$ cat src/rtl/cpu_pkg.sv
// Shared definitions for the 5-stage RISC-V core: data width, bubble encoding,
// default reset vector and the fetch-stage state encoding.
package cpu_pkg;

  localparam int unsigned XLEN = 32;

  localparam logic [XLEN-1:0] NOP_INSTR_ENC    = 32'h0000_0013;
  localparam logic [XLEN-1:0] RESET_PC_DEFAULT = 32'h0000_0000;

  typedef enum logic {
    FETCH_IDLE,
    FETCH_RUN
  } fetch_state_e;

endpackage

$ cat src/rtl/if_id_reg.sv
// IF/ID pipeline register: holds pc/instr/valid, with hold (stall) and bubble
// (squash/idle) controls. load_pc selects whether the pc field follows fetch.
module if_id_reg
  import cpu_pkg::*;
#(
  parameter logic [XLEN-1:0] NOP_INSTR = NOP_INSTR_ENC
) (
  input  logic            clk,
  input  logic            rst_n,
  input  logic            hold,
  input  logic            bubble,
  input  logic            load_pc,
  input  logic [XLEN-1:0] fetch_pc,
  input  logic [XLEN-1:0] fetch_instr,
  output logic [XLEN-1:0] id_pc,
  output logic [XLEN-1:0] id_instr,
  output logic            id_valid
);

  always_ff @(posedge clk) begin
    if (!rst_n) begin
      id_pc    <= '0;
      id_instr <= NOP_INSTR;
      id_valid <= 1'b0;
    end else if (!hold) begin
      if (load_pc) begin
        id_pc <= fetch_pc;
      end
      id_instr <= bubble ? NOP_INSTR : fetch_instr;
      id_valid <= !bubble;
    end
  end

endmodule

$ cat src/rtl/if_id_fetch_stage.sv
// Instruction fetch stage: PC register, IDLE/RUN sequencing, redirect on flush,
// feeding the IF/ID register. Optional counters under IF_ID_PERF_CNT_EN.
module if_id_fetch_stage
  import cpu_pkg::*;
#(
  parameter logic [31:0] RESET_PC  = RESET_PC_DEFAULT,
  parameter logic [31:0] NOP_INSTR = NOP_INSTR_ENC
) (
  input  logic        clk_i,
  input  logic        rst_i,
  input  logic        start_i,
  input  logic        PCWrite_i,
  input  logic        Stall_i,
  input  logic        Flush_i,
  input  logic [31:0] Branch_target_i,
  output logic [31:0] IMEM_addr_o,
  input  logic [31:0] IMEM_instr_i,
  output logic [31:0] ID_pc_o,
  output logic [31:0] ID_instr_o,
  output logic        ID_valid_o
`ifdef IF_ID_PERF_CNT_EN
  ,
  output logic [31:0] stall_cnt_o,
  output logic [31:0] flush_cnt_o
`endif
);

  fetch_state_e state;
  logic [31:0]  pc;
  logic         run;
  logic         hold;
  logic         flush_eff;
  logic         bubble;

  // Stall outranks flush: the branch being resolved in ID is itself held.
  always_comb begin
    run       = (state == FETCH_RUN);
    hold      = run && Stall_i;
    flush_eff = run && Flush_i && !Stall_i;
    bubble    = !run || flush_eff;
  end

  always_ff @(posedge clk_i) begin
    if (!rst_i) begin
      pc    <= RESET_PC;
      state <= FETCH_IDLE;
    end else begin
      case (state)
        FETCH_IDLE: begin
          if (start_i) begin
            state <= FETCH_RUN;
          end
        end
        FETCH_RUN: begin
          if (PCWrite_i) begin
            pc <= flush_eff ? {Branch_target_i[31:2], 2'b00} : pc + 32'd4;
          end
        end
        default: state <= FETCH_IDLE;
      endcase
    end
  end

  assign IMEM_addr_o = pc;

  if_id_reg #(
    .NOP_INSTR(NOP_INSTR)
  ) u_if_id_reg (
    .clk        (clk_i),
    .rst_n      (rst_i),
    .hold       (hold),
    .bubble     (bubble),
    .load_pc    (run),
    .fetch_pc   (pc),
    .fetch_instr(IMEM_instr_i),
    .id_pc      (ID_pc_o),
    .id_instr   (ID_instr_o),
    .id_valid   (ID_valid_o)
  );

`ifdef IF_ID_PERF_CNT_EN
  always_ff @(posedge clk_i) begin
    if (!rst_i) begin
      stall_cnt_o <= '0;
      flush_cnt_o <= '0;
    end else begin
      if (hold && (stall_cnt_o != '1)) begin
        stall_cnt_o <= stall_cnt_o + 32'd1;
      end
      if (flush_eff && (flush_cnt_o != '1)) begin
        flush_cnt_o <= flush_cnt_o + 32'd1;
      end
    end
  end
`endif

  // A squash without PC update loses the redirect; the hazard unit must not do this.
  a_flush_needs_pcwrite : assert property (
    @(posedge clk_i) disable iff (!rst_i) !(flush_eff && !PCWrite_i)
  );

endmodule

$ cat config.mk
export PLATFORM = sky130hd
export DESIGN_NAME = if_id_fetch_stage
export DESIGN_NICKNAME = d
export VERILOG_FILES = /design/src/rtl/cpu_pkg.sv /design/src/rtl/if_id_reg.sv /design/src/rtl/if_id_fetch_stage.sv
export SDC_FILE = /design/constraint.sdc
export NUM_CORES = 1
export LEC_CHECK = 0
export BUFFER_PORTS_ARGS = -buffer_cell sky130_fd_sc_hd__buf_4
export CAP_MARGIN = 20
export CORE_ASPECT_RATIO = 0.75
export CORE_MARGIN = 5
export CORE_UTILIZATION = 40
export DETAILED_ROUTE_END_ITERATION = 12
export GPL_TIMING_DRIVEN = 0
export PLACE_DENSITY = 0.7
export SETUP_SLACK_MARGIN = 0.02
export SLEW_MARGIN = 20
export SYNTH_ARGS = -nofsm -noshare
export SYNTH_HDL_FRONTEND = slang
export SYNTH_SLANG_ARGS = --single-unit
$ cat constraint.sdc
create_clock -name clk_i -period 1.8 [get_ports clk_i]
set_clock_uncertainty 0.2 [all_clocks]
set_input_delay 0.18 -clock clk_i [delete_from_list [all_inputs] [get_ports clk_i]]
set_output_delay 0.18 -clock clk_i [all_outputs]
set_load 0.005 [all_outputs]
==> impl_results.md, run 1 <==
- Status: finished, violations left
- Violated checks: negative setup slack
- Clock latency on the worst-skew pair: 0.34 ns
- Top-level port count: ~170
- Clock Root Buffer: clkbuf_16
- Sw Ratio: 0.2503
- Max-slew violation count: 0
- Startpoint types: flop
- Crit-path most repeated cell: and3_4
- Bufs on Longest Clock Path: 2
- Xor/xnor share of the synthesized area: 0
- Critical path capture point type: flop
- Max cap viols: 0
- Largest family of logic cells by synthesized area: simple AND/OR/NAND/NOR gates
- Final setup violation count: 12
- Core box area: 10,330 um2
- DP Wirelength: approximately 11,000 um
- HP Class: in2reg
- Routability cong.: roughly 0.94
- First-pass iteration count of the detailed router: 8
- RSZ-0062 raised after global routing: yes
- Fin worst setup slack: -0.1294 ns
- Die Height: ~99 um
- Sequential cell area fraction in the yosys report: 0.4431
- Width of the die: about 130 um
- Area growth syn-to-layout: 70.95%
- Total GRT Usage: 0.2605
- Measured slew at the worst slew-check pin: around 0.60 ns
- Max VDD drop: between 0.5 and 0.6 mV
- Synthesis-stage register bit count: between 90 and 100
- Top delay family on crit path: simple AND/OR/NAND/NOR gates
- Gate Count Post-Synth: 529
- Synthesis Warnings: 0
- Routed WL per cell: between 15 and 20 um
- TritonCTS Buffers: 9
- Period utilization: 1.072
- CTS HTree Levels: 3
- Main synth FF type: dfxtp_1
- Synth Cell Area: roughly 4200 um2
- Clock network power share: 0.402
- CP max FO: 4
- Post-synthesis adder-cell area fraction: 0.002946
- Port buffer count: approximately 160
- Tmin final: between 1.5 and 2 ns
- Total die area: 12,800 um2
- Max stage delay cell, worst path: dfxtp_4
- Final hold vios: 0
- Yosys cell types: 59
- # diodes: 0
- Slew Limit Headroom: 0.6007
- Nets: between 800 and 900
- Cell Int Power: 0.003605 W
- Share of layout cells above drive strength 1: 0.4136
- Critical Path, Cell by Cell: ha_4, and3_4, and3_4, nand4_1, o211a_1, a211o_1
- Worst path required time: roughly 1.8 ns
- Post-Place Worst Slack: -0.4042 ns
- Worst setup path category: reg2reg
- Largest net degree at the start of global routing: 16
- Most frequent cells in the layout: 212 x buf_4, 102 x nand2_1, 68 x dfxtp_1
- Starting Density: 0.4111
- Pwr dens: between 600 and 700 nW/um2
- Simple-gate share of the synthesized area: 0.2557
- Clk sink count: 94
- Vias per cell: 5.482
- CP max stage delay: ~0.37 ns
- Mux cell area share after synthesis: 0.009723
- DRC viols: 0
- Compound-gate portion of the synthesized area: 0.2307
- CTS clk-pin slew, worst paths: approximately 0.07 ns
- Num rows: 32
- CP Buf/Inv Count: 0
- Net Sw Power: around 0.0012 W
- Total wire length: 17,150 um
- Vias: ~5,200
- Ys async rst share: 0
- CP arrival: 1.96 ns
- Max frequency: between 500 and 600 MHz
- Sequential Power Share: 0.457
- Vias in the first global route: about 5,100
- Pleak: around 3.1 nW
- Final ANT Viol Nets: 0
- Syn Area/Cell: roughly 8.0 um2
- Gr ovfl total: 0
- Gate power share: 0.141
- Initial drt markers: 379
- Commonest non-fill, non-tap cell in the layout: buf_4
- CTS tree: built
- WHS: between 0.015 and 0.02 ns
- Antenna violations before repair: 0
- First-pass GRT wire length: 26,770 um
- Number of synthesized flops with an enable pin: 0
[layout make-up]
| class | count | area (um2) |
|---|---|---|
| multi-input cells | 388 | 2366 |
| repair buffers | 265 | 2168 |
| well taps | 136 | 170.2 |
| fillers | 802 | 3070 |
| plain buffers | 42 | 286.5 |
| clock buffers | 11 | 242.7 |
| flip-flops and latches | 94 | 1949 |
| clock inverters | 5 | 57.56 |
| inverters | 5 | 18.77 |
[cell families (layout without fill, tap and decap cells)]
group | count (synthesis) | after routing
muxes | 4 | 4
and+or+nand+nor | 233 | 233
DFF | 94 | 94
other | 1 | 4
adders and majority gates | 1 | 1
AOI/OAI and AO/OA | 146 | 146
buffers and inverters | 50 | 328
[per-stage QoR]
stage | setup TNS [ns] | cell area [um2] | utilization | std cells | total power, W
5_1_grt | -1.830 | 7259 | 0.7028 | 946 | 0.004983
2_1_floorplan | -0.1346 | 4340 | - | 532 | 0.002474
4_1_cts | -0.4528 | 6899 | 0.6679 | 922 | 0.004797
3_5_place_dp | -16.94 | 5704 | 0.5522 | 827 | 0.002773
3_3_place_gp | -14.40 | 5704 | 0.5522 | 827 | 0.002764
6_report | -0.8637 | 7259 | 0.7028 | 946 | 0.004808
[cell usage after synthesis, types with 2 or more instances]
cell type	count	area, um2
a21oi_1	48	240.2
nand2_1	110	412.9
nand3_1	15	75.07
o311ai_0	3	26.28
buf_2	3	15.01
clkbuf_2	2	10.01
nand4_1	9	56.30
a41oi_1	2	17.52
nand3b_1	2	15.01
clkbuf_1	23	86.33
o31ai_1	2	15.01
a2bb2oi_1	4	35.03
o32ai_1	3	26.28
nand2b_1	3	18.77
mux2i_1	3	30.03
a31oi_1	8	50.05
buf_6	2	22.52
and2_1	2	12.51
a31o_2	4	35.03
and3_1	10	62.56
inv_1	5	18.77
o21ai_0	10	50.05
nor2b_1	2	12.51
nor3_1	6	30.03
nor4_1	2	12.51
a22o_1	2	17.52
o22ai_1	5	31.28
o31a_1	2	17.52
dfxtp_1	94	1882
buf_1	8	30.03
nor2_1	57	214.0
a22oi_1	37	277.8
or4_1	4	30.03
o21a_1	2	15.01
o211ai_1	6	45.04
buf_4	6	45.04
[power groups by stage]
stage          registers, W  logic, W  clock network (W)
2_1_floorplan       0.00223  0.000241                  0
3_3_place_gp        0.00225  0.000518                  0
3_5_place_dp        0.00225  0.000525                  0
4_1_cts             0.00219  0.000635            0.00197
5_1_grt             0.00220  0.000731            0.00205
6_report            0.00220  0.000678            0.00193
[timing repair]
item                                    CTS  global route
cloned                                    0             0
endpoints found under the setup margin   70            84
hold buffers                             50             0
resized for setup                        68            59
hold endpoints to repair                 50             0
buffers inserted                         31            27
pin swaps                                23            29
[tightest hold or removal path, stage by stage]
cell     delay (ns)
buf_4          0.08
nand2_1        0.06
o31a_1         0.11
o32ai_2        0.08
[path summary, 6_finish.rpt]
path	endpoint	slack [ns]	depth (start not counted)	start
setup / recovery	IMEM_addr_o[16]$_SDFFE_PN0P_	-0.13	6	IMEM_addr_o[2]$_SDFFE_PN0P_
hold / removal	IMEM_addr_o[12]$_SDFFE_PN0P_	0.02	4	Branch_target_i[12]
setup reg to reg	IMEM_addr_o[16]$_SDFFE_PN0P_	-0.13	6	IMEM_addr_o[2]$_SDFFE_PN0P_
hold reg to reg	u_if_id_reg.id_pc[13]$_SDFFE_PN0P_	0.26	2	u_if_id_reg.id_pc[13]$_SDFFE_PN0P_
[metal layers]
| layer | GRT usage | up-vias | part of all wire |
|---|---|---|---|
| li1 | - | 2444 | - |
| met1 | 0.3371 | 2438 | 0.41 |
| met2 | 0.4252 | 265 | 0.47 |
| met3 | 0.06710 | 39 | 0.091 |
| met4 | 0.08475 | 0 | 0.026 |
| met5 | 0 | - | 0 |
[state kept, by name, indices dropped and copies added (netlist names)]
name and cells:
run 1, IMEM_addr_o 30, u_if_id_reg.id_instr 32, u_if_id_reg.id_valid 1, u_if_id_reg.id_pc 30
(Power assumes the default switching activity.)
==> run 2: changes to the inputs <==
Settings changed: CTS_BUF_LIST set to sky130_fd_sc_hd__clkbuf_8, CTS_CLUSTER_DIAMETER set to 100.
==> run 2 against run 1 <==
Compared with the run above: the run still ends with negative setup slack left; clock power shrank 24%; sequential power about the same; core utilization fell by 0.47 points; global-route usage grew 0.076 points; register-to-register slack is essentially flat; flip-flop and latch count is the same; largest power group unchanged.
==> impl_results.md, run 2 (synthesis gave the netlist of run 1 again) <==
- Final hold vios: 0
- CTS tree: built
- Total power: 0.004374 W
- Worst reg2reg path depth: 5
- TritonCTS Buffers: 9
- Vias per cell: around 5.5
- Largest Register: u_if_id_reg.id_instr
- Hold Crit Depth: 4
- Number of fill cells: between 800 and 900
- Max reg flops: 32
- Die Height: about 99 um
- Width of the die: 129.0 um
- Worst r2r src: IMEM_addr_o[5]$_SDFFE_PN0P_
- Num rows: 32
- Final Instance Area: between 7000 and 8000 um2
- Worst path required time: ~1.9 ns
- Tmin final: 1.929 ns
- Routability cong.: 0.9401
- Antenna violations before repair: 0
- Worst setup path category: reg2reg
- Core box area: approximately 10,000 um2
- # diodes: 0
- First-pass iteration count of the detailed router: 5
- Reg area: slightly below 2000 um2
- Startpoint types: flop
- Most frequent cells in the layout: 207 x buf_4, 103 x nand2_1, 68 x dfxtp_1
- Status: finished, violations left
- Area growth syn-to-layout: 69.80%
- Routed WL per cell: between 15 and 20 um
- CP max FO: 7
- Final ANT Viol Nets: 0
- Starting Density: 0.4111
- CP arrival: about 2 ns
- Hold wc startpoint: Branch_target_i[8]
- Total wire length: 17,430 um
- Critical path capture point type: flop
- Slew Limit Headroom: 0.6086
- Bufs on Longest Clock Path: 2
- DRC viols: 0
- Clock latency on the worst-skew pair: about 0.37 ns
- WHS: slightly below 0.006 ns
- Area after DPL: between 5000 and 6000 um2
- Largest net degree at the start of global routing: 16
- Measured slew at the worst slew-check pin: a little under 0.6 ns
- Vias: 5,232
- Area of the multi-input gates: roughly 2300 um2
- HP Class: in2reg
- CTS HTree Levels: 3
- Max cap viols: 0
- Gr ovfl total: 0
- Initial drt markers: 424
- Max-slew violation count: 0
- Max frequency: 518.4 MHz
- DP Wirelength: ~11,000 um
- First-pass GRT wire length: roughly 27,000 um
- R2r endpoint: IMEM_addr_o[25]$_SDFFE_PN0P_
- Crit path from: IMEM_addr_o[5]$_SDFFE_PN0P_
- Commonest non-fill, non-tap cell in the layout: buf_4
- RSZ-0062 raised after global routing: yes
- Vias in the first global route: around 5,200
- Share of layout cells above drive strength 1: 0.4015
- Nets: between 800 and 900
- Hold EP: IMEM_addr_o[8]$_SDFFE_PN0P_
- Violated checks: negative setup slack
- Reg-to-reg setup timing slack: -0.13 ns
- Max VDD drop: slightly below 0.4 mV
- CTS clk-pin slew, worst paths: roughly 0.090 ns
- Top-level port count: 167
- Total GRT Usage: 0.2613
- Setup TNS: -0.6933 ns
- Pleak: just over 3 nW
- Pwr dens: ~610 nW/um2
- Port buffer count: roughly 160
- Period utilization: 1.072
- Clock Root Buffer: clkbuf_8
- Total die area: about 13,000 um2
- Clk sink count: 94
- Final setup violation count: 9
- Fin worst setup slack: -0.1288 ns
==> run 2: changes by cell type in the layout (fill, tap and decap cells not counted), moves of 5 or more <==
cell / change
dlygate4sd3_1: +7
clkbuf_8: +9
buf_4: -5
clkbuf_16: -8
==> run 2: how the worst max path moves through the flow <==
stage                     cells after the start                      endpoint  slack [ns]
final                                         5  IMEM_addr_o[25]$_SDFFE_PN0P_       -0.13
after global routing                          6  IMEM_addr_o[25]$_SDFFE_PN0P_       -0.22
after CTS                                     6  IMEM_addr_o[29]$_SDFFE_PN0P_       -0.09
after detailed placement                      6   IMEM_addr_o[6]$_SDFFE_PN0P_       -0.40
after global placement                        6   IMEM_addr_o[5]$_SDFFE_PN0P_       -0.42
after floorplan                               7  IMEM_addr_o[16]$_SDFFE_PN0P_       -0.07
==> run 2: through the flow <==
step | util | std cells | setup slack, ns
2_1_floorplan | - | 532 | -0.07010
5_1_grt | 0.6980 | 948 | -0.2193
6_report | 0.6980 | 948 | -0.1288
4_1_cts | 0.6668 | 932 | -0.09200
3_5_place_dp | 0.5522 | 827 | -0.4042
3_3_place_gp | 0.5522 | 827 | -0.4190
==> run 2: power by group <==
| group | switching [W] | internal (W) |
|---|---|---|
| clock | 0.000777 | 0.000679 |
| combinational | 0.000334 | 0.000393 |
| sequential | 0.0000702 | 0.00212 |
==> run 2: what timing repair did <==
item	4_1_cts	5_1_grt
setup endpoints to repair	70	84
gates resized for setup	68	61
buffers inserted	34	20
hold endpoints to repair	56	0
hold buffers	57	0
pin swaps	23	32
gates cloned	0	1
==> run 2: cell type report <==
| cell class | instances | share of cell area |
|---|---|---|
| buffer | 42 | 0.04199 |
| clock inverter | 6 | 0.008503 |
| clock buffer | 10 | 0.01909 |
| tap | 136 | 0.02360 |
| inverter | 5 | 0.002603 |
| multi-input combinational | 388 | 0.3255 |
| timing repair buffer | 267 | 0.3073 |
| sequential | 94 | 0.2714 |
==> run 2: worst max-delay path, cell delays in order (launching register included) <==
cell and delay [ns]:
dfxtp_2 0.41, nand2_2 0.15, nor4_4 0.34, nand4_1 0.21, or4_1 0.44, o211ai_1 0.10
==> run 2: routing by layer <==
layer  up-vias  track usage  part of all wire
met1      2467       0.3376              0.40
met5         -            0                 0
met2       284       0.4248              0.47
met4         0      0.07829             0.027
li1       2437            -                 -
met3        44      0.07461             0.098
==> run 3: changes to the inputs <==
Settings changed: REMOVE_ABC_BUFFERS set to 1.
==> run 3 against run 2 <==
Compared with the run above: the flow still finishes with violations (negative setup slack); critical path depth grew 1; worst hold slack improved by 0.021 ns; sequential power is essentially flat; first-iteration DRC count up 37%; worst setup slack got worse by 0.047 ns; maximum frequency shrank 2.4%; register-to-register slack got worse by 0.05 ns; die area stayed put; cell area is 1.4% lower; core utilization is 0.96 points lower; critical path type unchanged; largest cell class is now multi-input gates.
==> impl_results.md, run 3 (synthesis gave the netlist of run 1 again) <==
- Violated checks: negative setup slack
- Critical path capture point type: flop
- Pleak: slightly below 3 nW
- Vias per cell: approximately 5.7
- Max reg flops: 32
- Max frequency: 506.1 MHz
- Final ANT Viol Nets: 0
- CTS HTree Levels: 3
- Placed insts: approximately 800
- Routability cong.: roughly 0.82
- Max stage delay cell, worst path: dfxtp_4
- Nets: 850
- Gate power share: 0.169
- Worst setup path category: reg2reg
- Worst path required time: between 1.5 and 2 ns
- Max VDD drop: roughly 0.47 mV
- # diodes: 0
- Final setup violation count: 7
- Port buffer count: between 150 and 200
- RSZ-0062 raised after global routing: yes
- Vias in the first global route: ~5,100
- Fin worst setup slack: -0.1758 ns
- Num rows: 32
- First-pass GRT wire length: approximately 26,000 um
- Die Height: approximately 99 um
- Total wire length: 17,870 um
- Startpoint types: flop
- Clock network power share: 0.328
- Status: finished, violations left
- Top delay family on crit path: simple AND/OR/NAND/NOR gates
- Vias: around 5,300
- First-pass iteration count of the detailed router: 8
- Area growth syn-to-layout: 67.47%
- Crit-path most repeated cell: nand4_1
- Top-level port count: approximately 170
- Net Sw Power: around 0.0012 W
- Clk sink count: 94
- Starting Density: 0.4111
- Post-Place Worst Slack: -1.091 ns
- Sw Ratio: 0.2764
- Most frequent cells in the layout: 199 x buf_4, 103 x nand2_1, 68 x dfxtp_1
- DRC viols: 0
- Total GRT Usage: 0.2593
- Bufs on Longest Clock Path: 2
- Routed WL per cell: around 19 um
- Max-slew violation count: 0
- Sequential Power Share: 0.503
- Final hold vios: 0
- Period utilization: 1.098
- CP arrival: a little over 2 ns
- Commonest non-fill, non-tap cell in the layout: buf_4
- DP Wirelength: a little under 10,000 um
- Core box area: between 10,000 and 15,000 um2
- Number of fill cells: about 810
- TritonCTS Buffers: 9
- Clock Root Buffer: clkbuf_8
- Area after DPL: ~5500 um2
- Largest Register: u_if_id_reg.id_instr
- Non-Filler Instances: 920
- Gr ovfl total: 0
- Final Instance Area: 7112 um2
- Cell Int Power: 0.003143 W
- Measured slew at the worst slew-check pin: 0.5628 ns
- Setup TNS: -0.5535 ns
- Share of layout cells above drive strength 1: 0.4005
- Total die area: roughly 13,000 um2
- CP max stage delay: about 0.4 ns
- Pwr dens: about 610 nW/um2
- HP Class: in2reg
- CP max FO: 5
- Antenna violations before repair: 0
- Largest net degree at the start of global routing: 46
- Slew Limit Headroom: 0.6248
- Initial drt markers: just under 600
- Critical Path, Cell by Cell: nand4_1, nor4_4, nand4_1, buf_4, or4_1, o211ai_1
- Tmin final: between 1.5 and 2 ns
- Max cap viols: 0
- Clock latency on the worst-skew pair: approximately 0.38 ns
- CP Buf/Inv Count: 1
- CTS tree: built
- Width of the die: about 130 um
- CTS clk-pin slew, worst paths: approximately 0.1 ns
-- run 3: changes by cell type in the layout (fill, tap and decap cells not counted), sizes merged, moves of 2 or more --
cell,before,now
and3b,1,3
clkinvlp,0,4
clkinv,3,1
clkbuf,32,9
dlygate4sd3,57,60
buf,230,214
-- run 3: repair_timing --
action,4_1_cts,5_1_grt
buffers inserted,38,15
gates resized for setup,90,30
endpoints found under the hold margin,60,0
gates cloned,6,1
hold buffers,60,0
setup endpoints to repair,69,33
pin swaps,23,22
-- run 3: per-layer routing --
layer | global-route usage | up-vias | part of all wire
li1 | - | 2403 | -
met1 | 0.3171 | 2503 | 0.38
met4 | 0.09927 | 0 | 0.034
met5 | 0 | - | 0
met2 | 0.4303 | 311 | 0.48
met3 | 0.07729 | 65 | 0.10
-- run 3: worst min-delay path: cells and delay by family --
kind,cells,cell delay (ns)
AO/OA/AOI/OAI,2,0.17
buffers and inverters,1,0.08
AND/OR/NAND/NOR,1,0.14
-- run 3: power groups by stage --
stage          logic (W)  registers (W)  clock network (W)
2_1_floorplan   0.000190        0.00224                  0
3_3_place_gp    0.000448        0.00225                  0
3_5_place_dp    0.000469        0.00225                  0
4_1_cts         0.000674        0.00218            0.00145
5_1_grt         0.000784        0.00219            0.00153
6_report        0.000734        0.00219            0.00142
-- run 3: worst paths after layout --
check                                  endpoint  slack (ns)  cells after the start                                from
max reg2reg        IMEM_addr_o[25]$_SDFFE_PN0P_       -0.18                      6         IMEM_addr_o[9]$_SDFFE_PN0P_
min                IMEM_addr_o[31]$_SDFFE_PN0P_        0.03                      4                 Branch_target_i[31]
max                IMEM_addr_o[25]$_SDFFE_PN0P_       -0.18                      6         IMEM_addr_o[9]$_SDFFE_PN0P_
min reg2reg  u_if_id_reg.id_pc[22]$_SDFFE_PN0P_        0.26                      2  u_if_id_reg.id_pc[22]$_SDFFE_PN0P_
-- run 3: final cells by class --
cell class	count	area, um2	area share
clock inverter	7	73.82	0.01038
sequential	94	1967	0.2766
inverter	5	21.27	0.002991
timing repair buffer	274	2288	0.3218
multi-input combinational	395	2467	0.3469
tap	136	170.2	0.02393
clock buffer	9	123.9	0.01742
-- run 3: stage by stage --
step,utilization,hold slack [ns],total power [W]
floorplan,-,0.04194,0.002427
global placement,0.5234,0.1826,0.002696
detailed placement,0.5283,0.1871,0.002722
CTS,0.6646,0.002585,0.004304
global route,0.6885,0.03694,0.004502
finish,0.6885,0.02703,0.004344
